[src/rtl/pc_pkg.sv]
// Shared types for the program-counter block: command encoding and the
// per-cycle priority decode (ret > call > load > enable > hold).
package pc_pkg;

  typedef enum logic [2:0] {
    PC_HOLD,
    PC_INC,
    PC_LOAD,
    PC_CALL,
    PC_RET,
    PC_ILLEGAL
  } pc_op_e;

  // A blocked ret or call swallows every lower-priority strobe in the same cycle.
  function automatic pc_op_e pc_decode(input logic ret, input logic call,
                                       input logic load, input logic enable,
                                       input logic full, input logic empty);
    pc_op_e op;
    if (ret)         op = empty ? PC_ILLEGAL : PC_RET;
    else if (call)   op = full ? PC_ILLEGAL : PC_CALL;
    else if (load)   op = PC_LOAD;
    else if (enable) op = PC_INC;
    else             op = PC_HOLD;
    return op;
  endfunction

endpackage

[src/rtl/pc_stack_counter_return_stack.sv]
// Return-address LIFO: storage array plus depth register. The caller
// guarantees push only when not full and pop only when not empty.
module return_stack #(
  parameter int WIDTH = 12,
  parameter int DEPTH = 4,
  parameter int DW    = $clog2(DEPTH + 1)
) (
  input  logic             clk,
  input  logic             reset,
  input  logic             push,
  input  logic             pop,
  input  logic [WIDTH-1:0] push_data,
  output logic [WIDTH-1:0] top,
  output logic [DW-1:0]    depth
);

  logic [WIDTH-1:0] mem [DEPTH];
  logic [DW-1:0]    depth_q;

  always_ff @(posedge clk or posedge reset) begin
    if (reset)     depth_q <= '0;
    else if (push) depth_q <= depth_q + DW'(1);
    else if (pop)  depth_q <= depth_q - DW'(1);
  end

  // Storage is deliberately left out of reset; entries above depth are don't-care.
  always_ff @(posedge clk) begin
    for (int i = 0; i < DEPTH; i++)
      if (push && depth_q == DW'(i)) mem[i] <= push_data;
  end

  always_comb begin
    top = '0;
    for (int i = 0; i < DEPTH; i++)
      if (depth_q == DW'(i + 1)) top = mem[i];
  end

  assign depth = depth_q;

endmodule

[src/rtl/pc_stack_counter.sv]
// Program counter with load/increment and call/return via an internal stack.
// Optional PC_STACK_ERR_EN adds a sticky err flag that halts the counter.
module pc_stack_counter
  import pc_pkg::*;
#(
  parameter int WIDTH = 12,
  parameter int DEPTH = 4
) (
  input  logic                       clk,
  input  logic                       reset,
  input  logic                       enable,
  input  logic                       load,
  input  logic [WIDTH-1:0]           valueLoad,
  input  logic                       call,
  input  logic                       ret,
  output logic [WIDTH-1:0]           out,
  output logic [$clog2(DEPTH+1)-1:0] depth,
  output logic                       full,
  output logic                       empty
`ifdef PC_STACK_ERR_EN
  ,
  output logic                       err
`endif
);

  localparam int DW = $clog2(DEPTH + 1);

  pc_op_e           op;
  logic             halt;
  logic             push, pop;
  logic [WIDTH-1:0] top;

  assign full  = (depth == DW'(DEPTH));
  assign empty = (depth == '0);
  assign op    = pc_decode(ret, call, load, enable, full, empty);

`ifdef PC_STACK_ERR_EN
  always_ff @(posedge clk or posedge reset) begin
    if (reset)                 err <= 1'b0;
    else if (op == PC_ILLEGAL) err <= 1'b1;
  end
  assign halt = err;
`else
  assign halt = 1'b0;
`endif

  assign push = !halt && (op == PC_CALL);
  assign pop  = !halt && (op == PC_RET);

  return_stack #(.WIDTH(WIDTH), .DEPTH(DEPTH), .DW(DW)) u_stack (
    .clk       (clk),
    .reset     (reset),
    .push      (push),
    .pop       (pop),
    .push_data (out + WIDTH'(1)),
    .top       (top),
    .depth     (depth)
  );

  always_ff @(posedge clk or posedge reset) begin
    if (reset) out <= '0;
    else if (!halt) begin
      case (op)
        PC_INC:           out <= out + WIDTH'(1);
        PC_LOAD, PC_CALL: out <= valueLoad;
        PC_RET:           out <= top;
        default:          out <= out;
      endcase
    end
  end

endmodule
[config.mk]
export PLATFORM = sky130hd
export DESIGN_NAME = pc_stack_counter
export DESIGN_NICKNAME = d
export VERILOG_FILES = /design/src/rtl/pc_pkg.sv /design/src/rtl/pc_stack_counter_return_stack.sv /design/src/rtl/pc_stack_counter.sv
export SDC_FILE = /design/constraint.sdc
export NUM_CORES = 1
export LEC_CHECK = 0
export ABC_AREA = 1
export BUFFER_PORTS_ARGS = -buffer_cell sky130_fd_sc_hd__buf_2
export CAP_MARGIN = 15
export CORE_UTILIZATION = 45
export CTS_BUF_LIST = sky130_fd_sc_hd__clkbuf_4
export DETAILED_ROUTE_END_ITERATION = 8
export SLEW_MARGIN = 5
export SYNTH_ARGS = -nofsm -noshare
export SYNTH_HDL_FRONTEND = slang
export SYNTH_SLANG_ARGS = --single-unit
export TNS_END_PERCENT = 30
[constraint.sdc]
create_clock -name clk -period 2.5 [get_ports clk]
set_input_delay 0.375 -clock clk [delete_from_list [all_inputs] [get_ports clk]]
set_output_delay 0.375 -clock clk [all_outputs]
set_load 0.02 [all_outputs]
Word-level counts from Yosys, hierarchy flattened --
Memories as Yosys holds them, arrays and structs flattened. Index checks and enable logic that the tools add are counted. Widths: inputs -> output; s select.
Cells by class: equal/unequal tests 8, reduce and logical (&&, ||, !) cells 11, add/sub/neg operators 3, mux-type cells 30
Operator list (number):
- $mux 12 | 7
- $pmux 12 s3 | 1
- $reduce_or 12->1 | 3
- $mux 3 | 6
- $mux 1 | 13
- $add 12x1->12 const B | 1
- $eq 3x2->1 const B | 4
- $eq 3x1->1 const B | 2
- $eq 3x3->1 const B | 2
- $mux 2 | 3
- $logic_and 1x1->1 | 4
- $add 3x1->3 const B | 1
- $logic_not 3->1 | 1
- $reduce_bool 3->1 | 1
- $sub 3x1->3 const B | 1
- $reduce_bool 2->1 | 1
- $reduce_or 2->1 | 1
Storage, ports and cells: memory bits (writable) 48, bits in registers 15, memories 1, output and inout port bits 17
Memories:
- u_stack.mem | words 4, width 12, read ports 4, clocked after Yosys merged registers in 0, write ports 1, line pc_stack_counter_return_stack.sv:17 | logic [WIDTH-1:0] mem [DEPTH];

Depth between registers and ports, before layout --
Gate-level depths: netlist of the first run.
depth after elaboration 12, depth in mapped cells 12, gate-level depth less buffers 11

Cells and area by module --
From an unflattened synthesis of the first run, not the netlist that was laid out.
Unflattened totals: cell total of the unflattened synthesis 413, area, all modules 3479.6 µm²
Modules (own cells, without submodules):
- return_stack | area each 2289.7 µm², cells each 214, times used 1
- pc_stack_counter | area each 1189.9 µm², cells each 199, times used 1

Least setup slack after synthesis of the first run --
OpenSTA, ideal clock, no wires.
path type register -> register, start point register u_stack.depth_q[2] (netlist: u_stack.depth[2]), end point memory u_stack.mem[3][0], enable pin, data required time 2.120 ns, buffers on the path 3, library setup time 0.380 ns, path slack 0.163 ns, arrival time 1.957 ns, stages on the path, launching flop included 8, cells stage by stage dfrtp_1 > inv_2 > buf_2 > ha_1 > buf_2 > inv_1 > buf_2 > nor2_1
On the way: longest elaborated chain between the ends 12, elaborated cells between the ends (all ways) 31, those cells by class eq/ne: 5; mux: 18; reduce/logical: 8
Ends and longest elaborated chain:
- start: declaration | line pc_stack_counter_return_stack.sv:18 | logic [DW-1:0] depth_q;
- start signal: assignment | line pc_stack_counter_return_stack.sv:22 | else if (push) depth_q <= depth_q + DW'(1);
- start signal: assignment | line pc_stack_counter_return_stack.sv:23 | else if (pop) depth_q <= depth_q - DW'(1);
- $eq 3x3->1 | line pc_stack_counter.sv:33 | assign full = (depth == DW'(DEPTH));
- $mux 3 (2 in a row) | line pc_pkg.sv:20 | else if (call) op = full ? PC_ILLEGAL : PC_CALL;
- $mux 3 | line pc_pkg.sv:19 | if (ret) op = empty ? PC_ILLEGAL : PC_RET;
- $eq 3x2->1 | line pc_stack_counter.sv:47 | assign push = !halt && (op == PC_CALL);
- $logic_and 1x1->1 | line pc_stack_counter_return_stack.sv:29 | if (push && depth_q == DW'(i)) mem[i] <= push_data;
- $mux 1 | line pc_stack_counter_return_stack.sv:29
- $mux 1 (not written as such) | line pc_stack_counter_return_stack.sv:29
- $reduce_or 12->1 (no line)
- $mux 2 (no line) or $mux 1 (tied branches) (3 in a row)
- end: declaration | line pc_stack_counter_return_stack.sv:17
Several ways; a longest one is shown, not always the timed one.

Worst setup path in the final report of the first run --
start point register u_stack.depth_q[0] (netlist: u_stack.depth[0]), end point memory u_stack.mem[1][1], enable pin
Same word-level chain as after synthesis.

==> impl_results.md, run 1 <==
* Status: complete, no violations
* GP Congestion at 0.810
* Critical path class: reg2reg
* Tmin final at 2170 ps
* Max-cap viol count at 0
* Htree depth at 3
* Setup TNS at 0 ps
* Antenna violations before repair at 0
* Fmax at 461 MHz
* Row count at 31
* Clock latency on the worst-skew pair at 390 ps
* Type of destination of the critical path: flip-flop
* I/O Buffers at 34
* Die extent in x at 88.4 µm
* Worst-path clk slew at 100 ps
* Setup Viol. Count Final at 0
* Total clock buffers created by CTS at 9
* Die H at 88.4 µm
* Critical Path Slowest Stage Cell: dfrtp_1
* # diodes at 0
* Vias in the first global route at 2,472
* CTS Buffer Depth at 2
* Tot Pwr at 4.29 mW
* XOR/XNOR Fraction of Synth Area at 0.00782
* Total grt overflow at 0
* Fillers at 736
* CTS-repair resized insts at 0
* Setup Buffers After CTS at 0
* Post-synthesis mux area share at 0
* Worst-path maximum fanout at 14
* Relative slew slack at 0.588
* CP required at 2590 ps
* CTS root buf: clkbuf_4
* CTS tree: built
* Post-Synth Simple-Gate Area at 0.320
* Mapped Area at 0.00336 mm²
* VDD IR-drop max at 0.565 mV
* Share of layout cells above drive strength 1 at 0.155
* Power per cell area at 1140 mW/mm²
* Largest net degree at the start of global routing at 26
* Clk_skew at 12.4 ps
* DP Wirelength at 5770 µm
* Net Count, Synth at 434
* Count of different cell masters after synthesis at 26
* Worst path arrival time at 2260 ps
* Final Max Slew Viols at 0
* Largest family of logic cells by synthesized area: simple AND/OR/NAND/NOR gates
* Top Family by Delay on Critical Path: simple AND/OR/NAND/NOR gates
* Worst hold path class: in2async
* Hold buffers post-CTS at 0
* Synth Area in Compound Gates at 0.0246
* Period Utilization, post-route at 0.867
* Drt first pass iters at 4
* Sequential fraction of the synthesis area at 0.541
* Synth Register Bits at 63
* WP buf/inv at 3
* WL final at 7690 µm
* GRT Resource Usage Total at 0.218
* Synth warn at 0
* First-pass GRT wire length at 12,400 µm
* Initial Util at 0.463
* Nets at 478
* Die ar. at 0.00782 mm²
* Routed Antenna Nets at 0
* Wirelength per Cell at 13.8 µm
* IO Pins at 35
* Final hold violation count at 0
* Worst Tran Pin Value at 618 ps
* Starting DRT DRC Count at 139
* CTS Sinks at 63
* Crit start category: flip-flop
* Mapped Cells at 409
* LEAKAGE at 1.84 nW
* Syn Area/Cell at 8.22 µm²
* Vias per inst at 4.76
* RSZ-0062 raised after global routing: false
* CP cell instances: inv_1 > ha_1 > nand2_2 > nand2_2 > nand2_1 > nor2_1 > inv_2 > nor2_1 > buf_4
* Core ar. at 0.00725 mm²
* Remaining DRCs at 0
* Area Growth Syn to Fin at 12.2%
* DR vias at 2,653
* Synth Area in Adders at 0.0261
* Worst hold slack at 41.0 ps
* CP max stage delay at 450 ps
## synth_stat cells (all sizes together)
| cell type | number | area (µm²) |
|---|---|---|
| a21oi | 8 | 40.0 |
| and2 | 2 | 12.5 |
| buf | 9 | 53.8 |
| dfrtp | 15 | 375 |
| edfxtp | 48 | 1440 |
| ha | 7 | 87.6 |
| inv | 58 | 218 |
| nand2 | 140 | 541 |
| nand3 | 40 | 218 |
| nand3b | 3 | 22.5 |
| nand4 | 4 | 25.0 |
| nor2 | 61 | 239 |
| o211ai | 1 | 7.51 |
| o21ai | 7 | 35.0 |
| or2 | 3 | 18.8 |
| xnor2 | 2 | 17.5 |
| xor2 | 1 | 8.76 |
## report_power, final
part | switching, mW | internal (mW) | leakage, nW
registers | 0.211 | 1.47 | 0.615
logic | 1.41 | 0.618 | 1.15
clock network | 0.338 | 0.243 | 0.0669
## cell usage in the layout, fill, tap and decap left out, types with 3 or more instances in the layout
master    instances
a21oi_1           8
buf_2            34
buf_4             8
clkbuf_4         13
dfrtp_1          15
edfxtp_1         48
ha_1              7
inv_1            54
inv_2             4
nand2_1         136
nand2_2           3
nand3_1          38
nand3b_1          3
nand4_1           4
nor2_1           59
o21ai_0           7
or2_2             3
## kinds of logic (layout without fill, tap and decap cells)
group | after synthesis | count (layout)
fa+ha+maj | 7 | 7
simple gates | 253 | 253
xor+xnor | 3 | 3
buf+inv | 67 | 116
flops | 63 | 63
compound gates | 16 | 16
## metal layers
layer,vias up,wire [µm],global-route usage
li1,1380,-,-
met1,1207,3960,0.323
met2,55,3360,0.331
met3,11,274,0.0280
met4,0,101,0.0704
met5,-,0,0
## cell type report
type                    count  area (µm²)  share of cell area
multi-input cells         279        1270               0.337
flip-flops and latches     63        1820               0.482
inverters                  58         218              0.0577
well taps                  99         124              0.0328
repair buffers             42         230              0.0610
clock inverters             3        12.5             0.00332
clock buffers              13        97.6              0.0259
## state kept, by name, indices dropped and copies added, names as in the netlist
signal,count
out,12
u_stack.depth,3
u_stack.mem,48
## final timing paths
| kind | end | slack [ps] | cells after the start | startpoint |
|---|---|---|---|---|
| worst max-delay path | u_stack.mem[1][1] | 330 | 9 | u_stack.depth[0] |
| worst min-delay path | out[5] | 40 | 2 | reset |
| worst max register to register | u_stack.mem[1][1] | 330 | 9 | u_stack.depth[0] |
| worst min register to register | u_stack.depth[0] | 570 | 1 | u_stack.depth[0] |
| max in group asynchronous | out[4] | 2050 | 2 | reset |
| min in group clk | out[6] | 300 | 5 | valueLoad[6] |
## stage by stage
step	area [µm²]	std cells	setup WS, ps	util
5_1_grt	3770	557	180	0.520
6_report	3770	557	333	0.520
2_1_floorplan	3360	409	163	-
3_3_place_gp	3660	541	470	0.505
4_1_cts	3770	557	314	0.520
3_5_place_dp	3660	541	347	0.505
## worst register-to-register path, delay by kind of cell (launching register included)
family	cells	cell delay, ps
AND/OR/NAND/NOR	5	720
flip-flops	1	450
buffers and inverters	3	440
adder cells (fa/ha/maj)	1	250
No activity file was read; power rests on OpenSTA's default activity.
==> run 2, diff against run 1 <==
- PLACE_DENSITY: unset -> 0.66
==> run 2 against run 1 <==
Against the previous run:
- maximum frequency is 0.59% higher
- sequential share of layout area is 0.30 points lower
- hold slack worse by 10 ps
==> impl_results.md, run 2 (synthesized netlist as in run 1, its figures left out) <==
* Hold buffers post-CTS at 0
* Wirelength per Cell at 13.2 µm
* Worst R2R Path Depth at 7
* Nets at 478
* Initial Util at 0.463
* CP max stage delay at 440 ps
* LEAKAGE at 1.85 nW
* Final Cell Area at 0.00379 mm²
* Remaining DRCs at 0
* # diodes at 0
* Tmin final at 2150 ps
* Crit start category: flip-flop
* Relative slew slack at 0.593
* Switching share of total power at 0.446
* Worst hold path class: in2async
* DP Wirelength at 5460 µm
* Core ar. at 0.00725 mm²
* Comb power frac at 0.459
* Die H at 88.4 µm
* Clock power share at 0.155
* Fmax at 464 MHz
* Power per cell area at 1140 mW/mm²
* Drt first pass iters at 4
* Psw at 1.93 mW
* Vias in the first global route at 2,516
* Routed Antenna Nets at 0
* CTS root buf: clkbuf_4
* Worst path arrival time at 1780 ps
* GRT Resource Usage Total at 0.218
* Final hold violation count at 0
* Max reg flops at 48
* Area Growth Syn to Fin at 12.9%
* Die extent in x at 88.4 µm
* Final Max Slew Viols at 0
* Tot Pwr at 4.33 mW
* Critical path class: reg2out
* Status: complete, no violations
* Period Utilization, post-route at 0.862
* VDD IR-drop max at 0.828 mV
* Placed cells at 541
* CTS Buffer Depth at 2
* Int Pwr at 2.40 mW
* Clock latency on the worst-skew pair at 390 ps
* Final WS setup at 346 ps
* Starting DRT DRC Count at 143
* CTS Sinks at 63
* Htree depth at 3
* Critical Path Slowest Stage Cell: dfrtp_1
* Worst-path maximum fanout at 20
* Most common cell after layout, fill and taps aside: nand2_1
* Clk_skew at 16.4 ps
* Post-Place Worst Slack at 470 ps
* Max-cap viol count at 0
* Setup Viol. Count Final at 0
* Commonest cells after routing, fill and taps aside: 135 x nand2_1, 59 x nor2_1, 54 x inv_1
* Worst r2r dst: out[3]
* Critical Path Most Common Cell: inv_1
* CTS tree: built
* GP Congestion at 0.832
* Reg power frac at 0.386
* Antenna violations before repair at 0
* Worst-path clk slew at 110 ps
* Worst setup path endpoint: full
* Largest register by flop count: u_stack.mem
* CP required at 2120 ps
* CP cell instances: inv_1 > ha_1 > nand2_2 > inv_1 > buf_2
* Type of destination of the critical path: primary output
* Placed cell area at 0.00366 mm²
* IO Pins at 35
* Setup TNS at 0 ps
* First-pass GRT wire length at 12,500 µm
* Final cell count without fillers at 557
* R2R Setup Slk at 420 ps
* I/O Buffers at 34
* Share of layout cells above drive strength 1 at 0.159
* WL final at 7370 µm
* DR vias at 2,633
* Total grt overflow at 0
* FF-to-FF Start: u_stack.depth[2]
* Largest net degree at the start of global routing at 21
* Row count at 31
* RSZ-0062 raised after global routing: false
* Total clock buffers created by CTS at 9
* Worst Tran Pin Value at 606 ps
* Die ar. at 0.00782 mm²
* Fillers at 716
* Vias per inst at 4.73
* CP startpoint: u_stack.depth[0]
-- run 2: changes by cell type in the layout (fill, tap and decap cells not counted), sizes merged --
cell,previous run,this run
bufinv,0,1
clkbuf,13,11
clkinv,3,4
-- run 2: critical path: cells and delay by family (launching register included) --
kind / cells / cell delay (ps)
AND/OR/NAND/NOR: 1 / 260
flip-flops: 1 / 440
adder cells (fa/ha/maj): 1 / 260
buffers and inverters: 3 / 430
-- run 2: worst min-delay path by stage --
stage	start	to
finish	reset	out[8]
global route	reset	out[8]
CTS	reset	out[7]
detailed placement	reset	u_stack.depth[0]
global placement	reset	out[0]
floorplan	reset	out[0]
-- run 2: layout make-up --
cell class / instances / area, µm² / share of cell area
Clock buffer: 11 / 82.6 / 0.0218
Clock inverter: 5 / 48.8 / 0.0129
Inverter: 58 / 218 / 0.0574
Multi-Input combinational cell: 279 / 1270 / 0.336
Sequential cell: 63 / 1820 / 0.479
Tap cell: 99 / 124 / 0.0326
Timing Repair Buffer: 42 / 230 / 0.0607
-- run 2: repair_timing --
item,CTS,global route
gates resized for setup,0,1
buffers inserted,0,0
endpoints found under the setup margin,0,1
-- run 2: power by group through the flow --
stage	Combinational, mW	Clock (mW)	Sequential (mW)
2_1_floorplan	1.23	0	1.80
3_3_place_gp	1.97	0	1.69
3_5_place_dp	1.99	0	1.69
4_1_cts	2.00	0.696	1.67
5_1_grt	2.27	0.727	1.71
6_report	1.99	0.671	1.67
-- run 2: metrics by stage --
| step | hold WS [ps] | utilization |
|---|---|---|
| 2_1_floorplan | 276 | - |
| 3_3_place_gp | 472 | 0.505 |
| 3_5_place_dp | 483 | 0.505 |
| 4_1_cts | 29.3 | 0.523 |
| 5_1_grt | 96.2 | 0.523 |
| 6_report | 30.6 | 0.523 |
-- run 2: layer usage --
metal | GRT usage | up-vias | share of wire
met3 | 0.0280 | 14 | 0.040
met4 | 0.110 | 0 | 0.026
met2 | 0.322 | 57 | 0.45
li1 | - | 1381 | -
met5 | 0 | - | 0
met1 | 0.316 | 1181 | 0.49
==> run 3, diff against run 2 <==
- ABC_AREA: 1 -> unset
==> run 3 against run 2 <==
Against the previous run:
- combinational power decreased by 11%
- global-route usage increased by 0.36 points
- sequential share of layout area increased by 2.5 points
- critical endpoint unchanged
- highest routed layer unchanged
==> impl_results.md, run 3 <==
* Status: complete, no violations
* Vias in the first global route at 2,199
* Antenna violations before repair at 0
* Setup TNS at 0 ps
* CTS root buf: clkbuf_4
* Synth warn at 0
* Setup Viol. Count Final at 0
* IO Pins at 35
* Hold buffers post-CTS at 0
* Die ar. at 0.00743 mm²
* Placed cells at 389
* Htree depth at 3
* Area Growth Syn to Fin at 13.0%
* Setup Buffers After CTS at 0
* Clk_skew at 20.9 ps
* Commonest cells after routing, fill and taps aside: 48 x edfxtp_1, 36 x nand2_1, 34 x buf_2
* Synth top area share at 0.452
* Total clock buffers created by CTS at 9
* Die H at 86.2 µm
* CTS Sinks at 63
* Largest net degree at the start of global routing at 23
* Leading post-synthesis cells by cell area: edfxtp_1 45%, dfrtp_1 12%, nand2_1 4.2%
* # diodes at 0
* Relative slew slack at 0.481
* GP Congestion at 0.864
* Synth Flop Type: edfxtp_1
* Initial Util at 0.467
* Core ar. at 0.00683 mm²
* I/O Buffers at 34
* Final Max Slew Viols at 0
* Fillers at 642
* Tmin final at 2370 ps
* First-pass GRT wire length at 12,000 µm
* Period Utilization, post-route at 0.946
* LEAKAGE at 1.34 nW
* Final cell count without fillers at 405
* Most common cell in the synthesized netlist: edfxtp_1
* FFs w/ async S/R, synth at 0.238
* Share of layout cells above drive strength 1 at 0.265
* Most common cell after layout, fill and taps aside: edfxtp_1
* Power per cell area at 1150 mW/mm²
* Fmax at 423 MHz
* Wirelength per Cell at 19.2 µm
* Drt first pass iters at 5
* Worst path arrival time at 1990 ps
* Nets at 329
* Post-Place Worst Slack at 294 ps
* Final hold violation count at 0
* Type of destination of the critical path: primary output
* Post-synth EDFFs at 48
* Max reg flops at 48
* Vias per inst at 5.80
* Clock latency on the worst-skew pair at 410 ps
* Synth top cells by count: 48 x edfxtp_1, 36 x nand2_1, 15 x dfrtp_1
* DR vias at 2,350
* Worst-path clk slew at 120 ps
* Synth area leader: edfxtp_1
* Final Cell Area at 0.00360 mm²
* Net Count, Synth at 287
* Total grt overflow at 0
* Worst hold path class: in2async
* Met3 Track Usage GR at 0.0476
* GRT met1 Usage at 0.313
* Syn Area/Cell at 12.2 µm²
* DP Wirelength at 5420 µm
* Critical path class: reg2out
* Grt peak-use layer: met2
* Placed cell area at 0.00347 mm²
* Worst-path maximum fanout at 15
* Routed Antenna Nets at 0
* Flip-flop and latch area at 0.00182 mm²
* Synth Register Bits at 63
* Row count at 30
* RSZ-0062 raised after global routing: false
* Met2 usage in global routing at 0.338
* Worst R2R Path Depth at 8
* Mapped Cells at 262
* Max-cap viol count at 0
* VDD IR-drop max at 0.432 mV
* Remaining DRCs at 0
* Worst Tran Pin Value at 779 ps
* Crit start category: flip-flop
* Sequential fraction of the synthesis area at 0.569
* Largest register by flop count: u_stack.mem
* Final WS setup at 134 ps
* Mapped Area at 0.00319 mm²
* CTS-repair resized insts at 0
* CP required at 2120 ps
* GRT Resource Usage Total at 0.221
* Tot Pwr at 4.14 mW
* CTS tree: built
* Starting DRT DRC Count at 184
* WL final at 7790 µm
* Count of different cell masters after synthesis at 53
* Die extent in x at 86.2 µm
* Area occupied by multi-input gates at 0.00124 mm²
* CTS Buffer Depth at 2
[run 3: changes by cell type after synthesis, sizes merged, moves of 4 or more]
cell / previous run / this run
nand2: 140 / 37
inv: 58 / 11
nor2: 61 / 15
nand3: 40 / 4
a221o: 0 / 9
a221oi: 0 / 9
a211o: 0 / 6
a31oi: 0 / 5
a41oi: 0 / 5
nor4: 0 / 5
o21ai: 7 / 12
a22oi: 0 / 4
nor3: 0 / 4
or2: 3 / 7
[run 3: path summary, 6_finish.rpt]
check	startpoint	to	slack [ps]
max	u_stack.depth[0]	full	130
min	reset	out[0]	50
max reg2reg	u_stack.depth[0]	out[9]	320
min reg2reg	u_stack.depth[0]	u_stack.depth[0]	570
max in group asynchronous	reset	out[2]	2000
min in group clk	valueLoad[0]	out[0]	250
[run 3: final cells by class]
class | count | area share
Inverter | 11 | 0.0115
Clock inverter | 6 | 0.0170
Timing Repair Buffer | 45 | 0.0701
Multi-Input combinational cell | 174 | 0.343
Tap cell | 96 | 0.0333
Clock buffer | 10 | 0.0208
Sequential cell | 63 | 0.504
[run 3: where the power goes]
part	switching (mW)	internal (mW)
clock	0.375	0.313
sequential	0.228	1.45
combinational	1.10	0.676
total	1.71	2.43
[run 3: kinds of logic (layout without fill, tap and decap cells)]
kind of cell / Yosys count / after routing / synth area share
buf+inv: 25 / 72 / 0.0451
flops: 63 / 63 / 0.569
fa+ha+maj: 7 / 7 / 0.0274
mux: 1 / 1 / 0.00314
compound gates: 73 / 73 / 0.198
xor+xnor: 5 / 5 / 0.0137
simple gates: 88 / 88 / 0.144
[run 3: routing by layer]
layer	share of wire	vias to the layer above
li1	-	1096
met5	0	-
met1	0.44	1164
met2	0.48	83
met4	0.0083	0
met3	0.071	7
[run 3: through the flow]
step	hold WS [ps]	util
2_1_floorplan	276	-
3_3_place_gp	511	0.507
3_5_place_dp	508	0.507
4_1_cts	56.9	0.527
5_1_grt	75.5	0.528
6_report	46.1	0.528
[run 3: worst max-delay path, stage by stage (launching register included)]
cell     delay (ps)
dfrtp_1         460
inv_1           130
ha_2            320
nand2_2         150
inv_2           290
buf_2           240
